--- src/rtl/aes_ctr_scheduler_if.sv ---
// aes_ctr_scheduler_if
//   Bundles everything the counter-mode scheduler exchanges with the outside
//   world except clock and reset.
//   slave  : scheduler view (config/control in, AES issue out, AES result in,
//            keystream stream out).
//   master : environment view (mirror of slave).
//   Signals:
//     cfg_key/cfg_nonce/cfg_ctr0/cfg_nblk - job configuration, sampled on start
//     start/abort                         - job control
//     busy/done                           - job status
//     aes_kin/aes_din/aes_drdy            - block issue towards the AES core
//     aes_dout/aes_dvld                   - ciphertext back from the AES core
//     out_data/out_valid/out_ready        - keystream ready/valid stream
interface aes_ctr_scheduler_if #(
  parameter int CTR_W = 32
);
  logic [127:0]       cfg_key;
  logic [127-CTR_W:0] cfg_nonce;
  logic [CTR_W-1:0]   cfg_ctr0;
  logic [CTR_W-1:0]   cfg_nblk;
  logic               start;
  logic               abort;
  logic               busy;
  logic               done;
  logic [127:0]       aes_kin;
  logic [127:0]       aes_din;
  logic               aes_drdy;
  logic [127:0]       aes_dout;
  logic               aes_dvld;
  logic [127:0]       out_data;
  logic               out_valid;
  logic               out_ready;

  modport slave (
    input  cfg_key, cfg_nonce, cfg_ctr0, cfg_nblk, start, abort,
    input  aes_dout, aes_dvld, out_ready,
    output busy, done, aes_kin, aes_din, aes_drdy, out_data, out_valid
  );

  modport master (
    output cfg_key, cfg_nonce, cfg_ctr0, cfg_nblk, start, abort,
    output aes_dout, aes_dvld, out_ready,
    input  busy, done, aes_kin, aes_din, aes_drdy, out_data, out_valid
  );
endinterface

--- src/rtl/aes_ctr_scheduler.sv ---
// aes_ctr_scheduler
//   Drives a pipelined AES-128 core in counter mode and buffers its results
//   in a first-word-fall-through FIFO presented as a ready/valid stream.
//   Issue is credit based (in-flight blocks + buffered words never exceed
//   FIFO_DEPTH), so core results are never dropped under backpressure.
//   Ports:
//     CLK  - clock
//     RSTn - asynchronous active-low reset
//     bus  - aes_ctr_scheduler_if.slave (config, control, status, AES core
//            issue/result, keystream output stream)
module aes_ctr_scheduler #(
  parameter int FIFO_DEPTH = 32,
  parameter int CTR_W      = 32
) (
  input logic                CLK,
  input logic                RSTn,
  aes_ctr_scheduler_if.slave bus
);
  localparam int AW = $clog2(FIFO_DEPTH);
  localparam int CW = AW + 1;
  localparam int NW = 128 - CTR_W;
  localparam logic [CW:0] DEPTH_C = (CW+1)'(FIFO_DEPTH);

  typedef enum logic [1:0] {IDLE, ISSUE, DRAIN, FLUSH} state_t;

  state_t           state_q, state_d;
  logic [127:0]     key_q, key_d;
  logic [NW-1:0]    nonce_q, nonce_d;
  logic [CTR_W-1:0] ctr_q, ctr_d;
  logic [CTR_W-1:0] rem_q, rem_d;
  logic [127:0]     din_q, din_d;
  logic             drdy_q, drdy_d;
  logic             busy_q, busy_d;
  logic             done_q, done_d;
  logic [CW-1:0]    infl_q, infl_d;
  logic [CW-1:0]    cnt_q, cnt_d;
  logic [AW-1:0]    wptr_q, wptr_d;
  logic [AW-1:0]    rptr_q, rptr_d;
  logic [127:0]     mem_q [FIFO_DEPTH];

  logic             issue, flush;
  logic             out_valid_w, fifo_rd, fifo_wr, dvld_ok, credit_ok;
  logic [CW:0]      used;

  // Credit is taken from registered counts; a read in the same cycle is not
  // credited until the next cycle, which keeps the FIFO strictly safe.
  assign used        = {1'b0, infl_q} + {1'b0, cnt_q};
  assign credit_ok   = used < DEPTH_C;
  assign out_valid_w = cnt_q != '0;
  assign fifo_rd     = out_valid_w && bus.out_ready;
  // Results with nothing in flight (e.g. stale after reset) are discarded.
  assign dvld_ok     = bus.aes_dvld && (infl_q != '0);
  assign fifo_wr     = dvld_ok && ((state_q == ISSUE) || (state_q == DRAIN));

  // Next-state and job datapath. The first block is issued straight from
  // IDLE so that aes_drdy rises in the cycle right after the start cycle;
  // rem_q therefore counts blocks still to issue after the current one.
  always_comb begin
    state_d = state_q;
    key_d   = key_q;
    nonce_d = nonce_q;
    ctr_d   = ctr_q;
    rem_d   = rem_q;
    din_d   = din_q;
    busy_d  = busy_q;
    done_d  = 1'b0;
    issue   = 1'b0;
    flush   = 1'b0;
    unique case (state_q)
      IDLE: begin
        if (bus.start && !bus.abort) begin
          key_d   = bus.cfg_key;
          nonce_d = bus.cfg_nonce;
          busy_d  = 1'b1;
          if (bus.cfg_nblk == '0) begin
            ctr_d   = bus.cfg_ctr0;
            rem_d   = '0;
            state_d = DRAIN;
          end else begin
            issue   = 1'b1;
            din_d   = {bus.cfg_nonce, bus.cfg_ctr0};
            ctr_d   = bus.cfg_ctr0 + 1'b1;
            rem_d   = bus.cfg_nblk - 1'b1;
            state_d = (bus.cfg_nblk == CTR_W'(1)) ? DRAIN : ISSUE;
          end
        end
      end
      ISSUE: begin
        if (bus.abort) begin
          flush   = 1'b1;
          state_d = FLUSH;
        end else if ((rem_q != '0) && credit_ok) begin
          issue = 1'b1;
          din_d = {nonce_q, ctr_q};
          ctr_d = ctr_q + 1'b1;
          rem_d = rem_q - 1'b1;
          if (rem_q == CTR_W'(1)) state_d = DRAIN;
        end
      end
      DRAIN: begin
        if (bus.abort) begin
          flush   = 1'b1;
          state_d = FLUSH;
        end else if ((infl_q == '0) && (cnt_q == '0)) begin
          done_d  = 1'b1;
          busy_d  = 1'b0;
          state_d = IDLE;
        end
      end
      FLUSH: begin
        if (infl_q == '0) begin
          busy_d  = 1'b0;
          state_d = IDLE;
        end
      end
      default: state_d = IDLE;
    endcase
    drdy_d = issue;
  end

  // In-flight and FIFO bookkeeping.
  always_comb begin
    infl_d = infl_q;
    unique case ({issue, dvld_ok})
      2'b10:   infl_d = infl_q + 1'b1;
      2'b01:   infl_d = infl_q - 1'b1;
      default: infl_d = infl_q;
    endcase
    if (flush) begin
      wptr_d = '0;
      rptr_d = '0;
      cnt_d  = '0;
    end else begin
      wptr_d = wptr_q + AW'(fifo_wr);
      rptr_d = rptr_q + AW'(fifo_rd);
      unique case ({fifo_wr, fifo_rd})
        2'b10:   cnt_d = cnt_q + 1'b1;
        2'b01:   cnt_d = cnt_q - 1'b1;
        default: cnt_d = cnt_q;
      endcase
    end
  end

  always_ff @(posedge CLK or negedge RSTn) begin
    if (!RSTn) begin
      state_q <= IDLE;
      key_q   <= '0;
      nonce_q <= '0;
      ctr_q   <= '0;
      rem_q   <= '0;
      din_q   <= '0;
      drdy_q  <= 1'b0;
      busy_q  <= 1'b0;
      done_q  <= 1'b0;
      infl_q  <= '0;
      cnt_q   <= '0;
      wptr_q  <= '0;
      rptr_q  <= '0;
    end else begin
      state_q <= state_d;
      key_q   <= key_d;
      nonce_q <= nonce_d;
      ctr_q   <= ctr_d;
      rem_q   <= rem_d;
      din_q   <= din_d;
      drdy_q  <= drdy_d;
      busy_q  <= busy_d;
      done_q  <= done_d;
      infl_q  <= infl_d;
      cnt_q   <= cnt_d;
      wptr_q  <= wptr_d;
      rptr_q  <= rptr_d;
    end
  end

  // Storage array carries no reset; out_data is gated to zero when empty.
  always_ff @(posedge CLK) begin
    if (fifo_wr) mem_q[wptr_q] <= bus.aes_dout;
  end

  assign bus.busy      = busy_q;
  assign bus.done      = done_q;
  assign bus.aes_kin   = key_q;
  assign bus.aes_din   = din_q;
  assign bus.aes_drdy  = drdy_q;
  assign bus.out_valid = out_valid_w;
  assign bus.out_data  = out_valid_w ? mem_q[rptr_q] : '0;
endmodule

--- src/flat_wrapper.sv ---
// flat-port wrapper written by rule: the top's interface ports become plain ports
module aes_ctr_scheduler_flat 
#(
  parameter int FIFO_DEPTH = 32,
  parameter int CTR_W      = 32
)
  (CLK, RSTn, bus_cfg_key, bus_cfg_nonce, bus_cfg_ctr0, bus_cfg_nblk, bus_start, bus_abort, bus_aes_dout, bus_aes_dvld, bus_out_ready, bus_busy, bus_done, bus_aes_kin, bus_aes_din, bus_aes_drdy, bus_out_data, bus_out_valid);
  aes_ctr_scheduler_if #(.CTR_W(CTR_W)) bus_i ();
  input logic CLK;
  input logic RSTn;
  input wire logic [$bits(bus_i.cfg_key)-1:0] bus_cfg_key;
  input wire logic [$bits(bus_i.cfg_nonce)-1:0] bus_cfg_nonce;
  input wire logic [$bits(bus_i.cfg_ctr0)-1:0] bus_cfg_ctr0;
  input wire logic [$bits(bus_i.cfg_nblk)-1:0] bus_cfg_nblk;
  input wire logic [$bits(bus_i.start)-1:0] bus_start;
  input wire logic [$bits(bus_i.abort)-1:0] bus_abort;
  input wire logic [$bits(bus_i.aes_dout)-1:0] bus_aes_dout;
  input wire logic [$bits(bus_i.aes_dvld)-1:0] bus_aes_dvld;
  input wire logic [$bits(bus_i.out_ready)-1:0] bus_out_ready;
  output wire logic [$bits(bus_i.busy)-1:0] bus_busy;
  output wire logic [$bits(bus_i.done)-1:0] bus_done;
  output wire logic [$bits(bus_i.aes_kin)-1:0] bus_aes_kin;
  output wire logic [$bits(bus_i.aes_din)-1:0] bus_aes_din;
  output wire logic [$bits(bus_i.aes_drdy)-1:0] bus_aes_drdy;
  output wire logic [$bits(bus_i.out_data)-1:0] bus_out_data;
  output wire logic [$bits(bus_i.out_valid)-1:0] bus_out_valid;
  assign bus_i.cfg_key = bus_cfg_key;
  assign bus_i.cfg_nonce = bus_cfg_nonce;
  assign bus_i.cfg_ctr0 = bus_cfg_ctr0;
  assign bus_i.cfg_nblk = bus_cfg_nblk;
  assign bus_i.start = bus_start;
  assign bus_i.abort = bus_abort;
  assign bus_i.aes_dout = bus_aes_dout;
  assign bus_i.aes_dvld = bus_aes_dvld;
  assign bus_i.out_ready = bus_out_ready;
  assign bus_busy = bus_i.busy;
  assign bus_done = bus_i.done;
  assign bus_aes_kin = bus_i.aes_kin;
  assign bus_aes_din = bus_i.aes_din;
  assign bus_aes_drdy = bus_i.aes_drdy;
  assign bus_out_data = bus_i.out_data;
  assign bus_out_valid = bus_i.out_valid;
  aes_ctr_scheduler #(.FIFO_DEPTH(FIFO_DEPTH), .CTR_W(CTR_W)) u_core (.CLK(CLK), .RSTn(RSTn), .bus(bus_i));
endmodule
--- config.mk ---
export PLATFORM = sky130hd
export DESIGN_NAME = aes_ctr_scheduler_flat
export DESIGN_NICKNAME = d
export VERILOG_FILES = /design/src/rtl/aes_ctr_scheduler_if.sv /design/src/rtl/aes_ctr_scheduler.sv /design/src/flat_wrapper.sv
export SDC_FILE = /design/constraint.sdc
export NUM_CORES = 2
export LEC_CHECK = 0
export BUFFER_PORTS_ARGS = -buffer_cell sky130_fd_sc_hd__buf_2
export CORE_AREA = 2 2 572 574
export CTS_CLUSTER_SIZE = 8
export DETAILED_ROUTE_END_ITERATION = 8
export DIE_AREA = 0 0 574 576
export PLACE_DENSITY_LB_ADDON = 0.1
export SYNTH_ARGS = -nofsm -noshare
export SYNTH_HDL_FRONTEND = slang
export SYNTH_SLANG_ARGS = --single-unit
--- constraint.sdc ---
create_clock -name CLK -period 16.7 [get_ports CLK]
set_input_delay 1.67 -clock CLK [delete_from_list [all_inputs] [get_ports CLK]]
set_output_delay 1.67 -clock CLK [all_outputs]
set_load 0.005 [all_outputs]
==> results.tsv <==
stage	metric	value	unit
timing	Final Skew	0.05064	ns
floorplan	Core ar.	325300	sq um
finish	synth-to-layout area growth	15.07	%
timing	fmax	116.7	MHz
routing	vias per inst	6.537	
timing	period utilization	0.5133	
clocking	# hold bufs at CTS	0	
finish	Final #Nets	9478	
power_and_ir_drop	maximum VDD drop	0.3109	mV
timing	# setup viols final	0	
finish	post-route cell area	204400	sq um
timing	Final Hold Viols	0	
grt	global-route wire length before repair	664200	microns
logic_synthesis	synth top area cells	edfxtp_1 69%, mux4_2 16%, dfrtp_1 6.2%	
floorplan	starting density of the core	0.5460	
routing	drt drc	0	
clocking	Clock Path Buffers	4	
floorplan	io pins	810	
clocking	Clock Latency Late Sink	1.05	ns
floorplan	die width	574	microns
grt	vias in the first global route	89660	
timing	Worst Max-Slew Pin Slew	1.436	ns
clocking	Root Driver	clkbuf_16	
logic_synthesis	register area share after synthesis	0.7550	
logic_synthesis	EDFF count, synth	4096	
timing	Slew HR	0.04247	
logic_synthesis	top-area cell type share of the netlist area	0.6926	
timing	WHS	0.4844	ns
clocking	clock slew at reported path FFs	0.05	ns
logic_synthesis	fraction of registers with async set/reset	0.09760	
run	Max-Cap Viols	0	
setup_path	CP Launch Type	register	
routing	Wirelength per Cell	34.64	microns
timing	Max Transition Viols Final	0	
setup_path	Setup CP Type	register to output pin	
power_and_ir_drop	Leak	66.83	nW
logic_synthesis	Post-Syn Area	177600	sq um
worst_hold_path	Hold Crit Class	register to register	
clocking	Clock Sink Count	4539	
routing	Starting DRT DRC Count	10760	
logic_synthesis	Synth area leader	edfxtp_1	
place	Post-Place Cell Area	187200	sq um
routing	antenna viol nets, final	0	
routing	DRT Wirelength	467700	microns
logic_synthesis	Synth Instances	7818	
floorplan	num rows	210	
logic_synthesis	flip-flop and latch count after synthesis	4539	
routing	via count	88260	
place	HPWL Detailed	237800	microns
logic_synthesis	Synth Net Count	8271	
logic_synthesis	Avg Synthesized Cell Area	22.72	sq um
run_status	run status	finished, final reports clean	
timing	RSZ-0062 raised after global routing	false	
logic_synthesis	YS warnings	0	
grt	largest net degree at the start of global routing	149	
setup_path	CP Data Required Time	15.03	ns
finish	layout cell share with drive strength beyond 1	0.3830	
grt	grt total ovfl	0	
timing	Period minus WS final	8.573	ns
clocking	Setup Buffers After CTS	0	
floorplan	Die ar.	330600	sq um
setup_path	critical path endpoint category	output pin	
setup_path	worst endpoint data arrival time	6.90	ns
clocking	CTS tree	done	
grt	total track usage	0.2821	
clocking	htree depth	6	
place	Buffers on Ports	809	
setup_path	crit path max fanout	99	
finish	filler cell count in the final layout	22020	
power_and_ir_drop	power per cell area	161.5	nW/um^2
logic_synthesis	Synth cell types	85	
timing	final setup TNS	0	ns
logic_synthesis	top_reg_cell synth	edfxtp_1	
grt	initial antenna violation count	74	
routing	1st-pass router iterations	6	
clocking	Resized Gates After CTS	0	
place	Final GP Congestion	0.8340	
floorplan	Die Height	576	microns
clocking	Num CTS Buffers	638	
==> worst paths after layout <==
check,start,end,slack (ns),cells after the start
max,u_core.rptr_q[0],bus_out_data[126],8.13,9
min,u_core.bus.aes_din[123],u_core.bus.aes_din[123],0.48,1
max reg2reg,u_core.state_q[0],u_core.mem_q[11][127],11.45,9
min reg2reg,u_core.bus.aes_din[123],u_core.bus.aes_din[123],0.48,1
max in group asynchronous,RSTn,u_core.rptr_q[2],13.69,3
min in group asynchronous,RSTn,u_core.bus.aes_din[23],0.61,1
==> state kept, by name (all words and copies together), names as in the netlist <==
| name | count |
|---|---|
| u_core.bus.busy | 1 |
| u_core.ctr_q | 32 |
| u_core.bus.aes_drdy | 1 |
| u_core.state_q | 2 |
| u_core.rem_q | 32 |
| u_core.bus.done | 1 |
| u_core.cnt_q | 6 |
| u_core.mem_q | 4096 |
| u_core.rptr_q | 5 |
| u_core.bus.aes_kin | 128 |
| u_core.wptr_q | 5 |
| u_core.bus.aes_din | 128 |
| u_core.infl_q | 6 |
| u_core.nonce_q | 96 |
==> layout by cell type, fill, tap and decap left out, drive strengths merged, types with 21 or more instances in the layout <==
master,instances
mux2i,153
clkbuf,704
nor4,37
a21oi,29
diode,25
inv,45
dfrtp,443
nor2,262
xnor2,45
nand4,31
edfxtp,4096
buf,993
nor3,45
mux2,481
ha,29
nand3,47
nand2,88
clkinv,23
xor2,21
mux4,1280
o21ai,51
==> metrics by stage <==
step / util / power (mW) / setup WS (ns) / instances
after floorplan: - / 19.30 / 8.444 / 7818
after global placement: 0.5754 / 21.83 / 8.970 / 12730
after detailed placement: 0.5754 / 21.96 / 8.883 / 12730
after CTS: 0.6280 / 33.33 / 7.749 / 13480
after global routing: 0.6281 / 34.26 / 7.514 / 13490
final: 0.6283 / 33.01 / 8.127 / 13500
==> per-layer routing <==
metal  part of all wire  vias up  wire [microns]  track usage
li1                   -    35250               -            -
met1               0.40    47760          186400       0.4030
met2               0.49     4427          229900       0.4547
met3              0.084      785           39410      0.05133
met4              0.025       48           11750      0.07635
met5            0.00065        -             303            0
==> cell usage after synthesis, drive strengths merged, types with 8 or more instances <==
cell type / count
or4: 15
a21oi: 29
nor3: 45
mux4: 1280
or3: 16
buf: 96
mux2i: 153
o21ai: 51
a221o: 10
and4: 8
or2: 8
mux2: 481
a221oi: 14
xnor2: 45
clkbuf: 330
inv: 24
dfrtp: 443
and3: 20
nor2: 262
edfxtp: 4096
nand4: 31
o311ai: 8
and2: 8
ha: 29
nand2: 88
nor4: 37
nand3: 47
a31oi: 12
o31ai: 8
xor2: 21
==> critical path: stages, from the launching register on <==
cell	delay, ns
dfrtp_4	1.02
buf_12	0.62
buf_4	0.79
buf_4	0.70
buf_4	0.73
mux4_2	0.60
mux4_2	0.49
mux2i_1	0.34
nor2_1	0.09
buf_2	0.17
==> layout make-up <==
| class | count | area [sq um] | area share |
|---|---|---|---|
| timing repair buffer | 993 | 5715 | 0.02797 |
| inverter | 25 | 93.84 | 0.0004592 |
| multi-input combinational | 2828 | 41850 | 0.2048 |
| antenna | 25 | 62.56 | 0.0003061 |
| tap | 4346 | 5438 | 0.02661 |
| clock inverter | 43 | 640.6 | 0.003135 |
| sequential | 4539 | 134100 | 0.6562 |
| clock buffer | 704 | 16460 | 0.08053 |
==> where the power goes <==
group          switching (mW)  leakage, nW  internal (mW)
Combinational            3.93         16.3           4.01
Clock                    4.49         8.35           6.86
Sequential              0.491         42.1           13.2
==> cell families after synthesis <==
kind of cell | count (synthesis) | synth area share
flops | 4539 | 0.7550
buf+inv | 451 | 0.01090
simple gates | 614 | 0.01678
xor+xnor | 66 | 0.003255
fa+ha+maj | 31 | 0.002269
mux | 1914 | 0.2036
compound gates | 203 | 0.008222
Note: power is estimated with default switching activity, not from simulation.
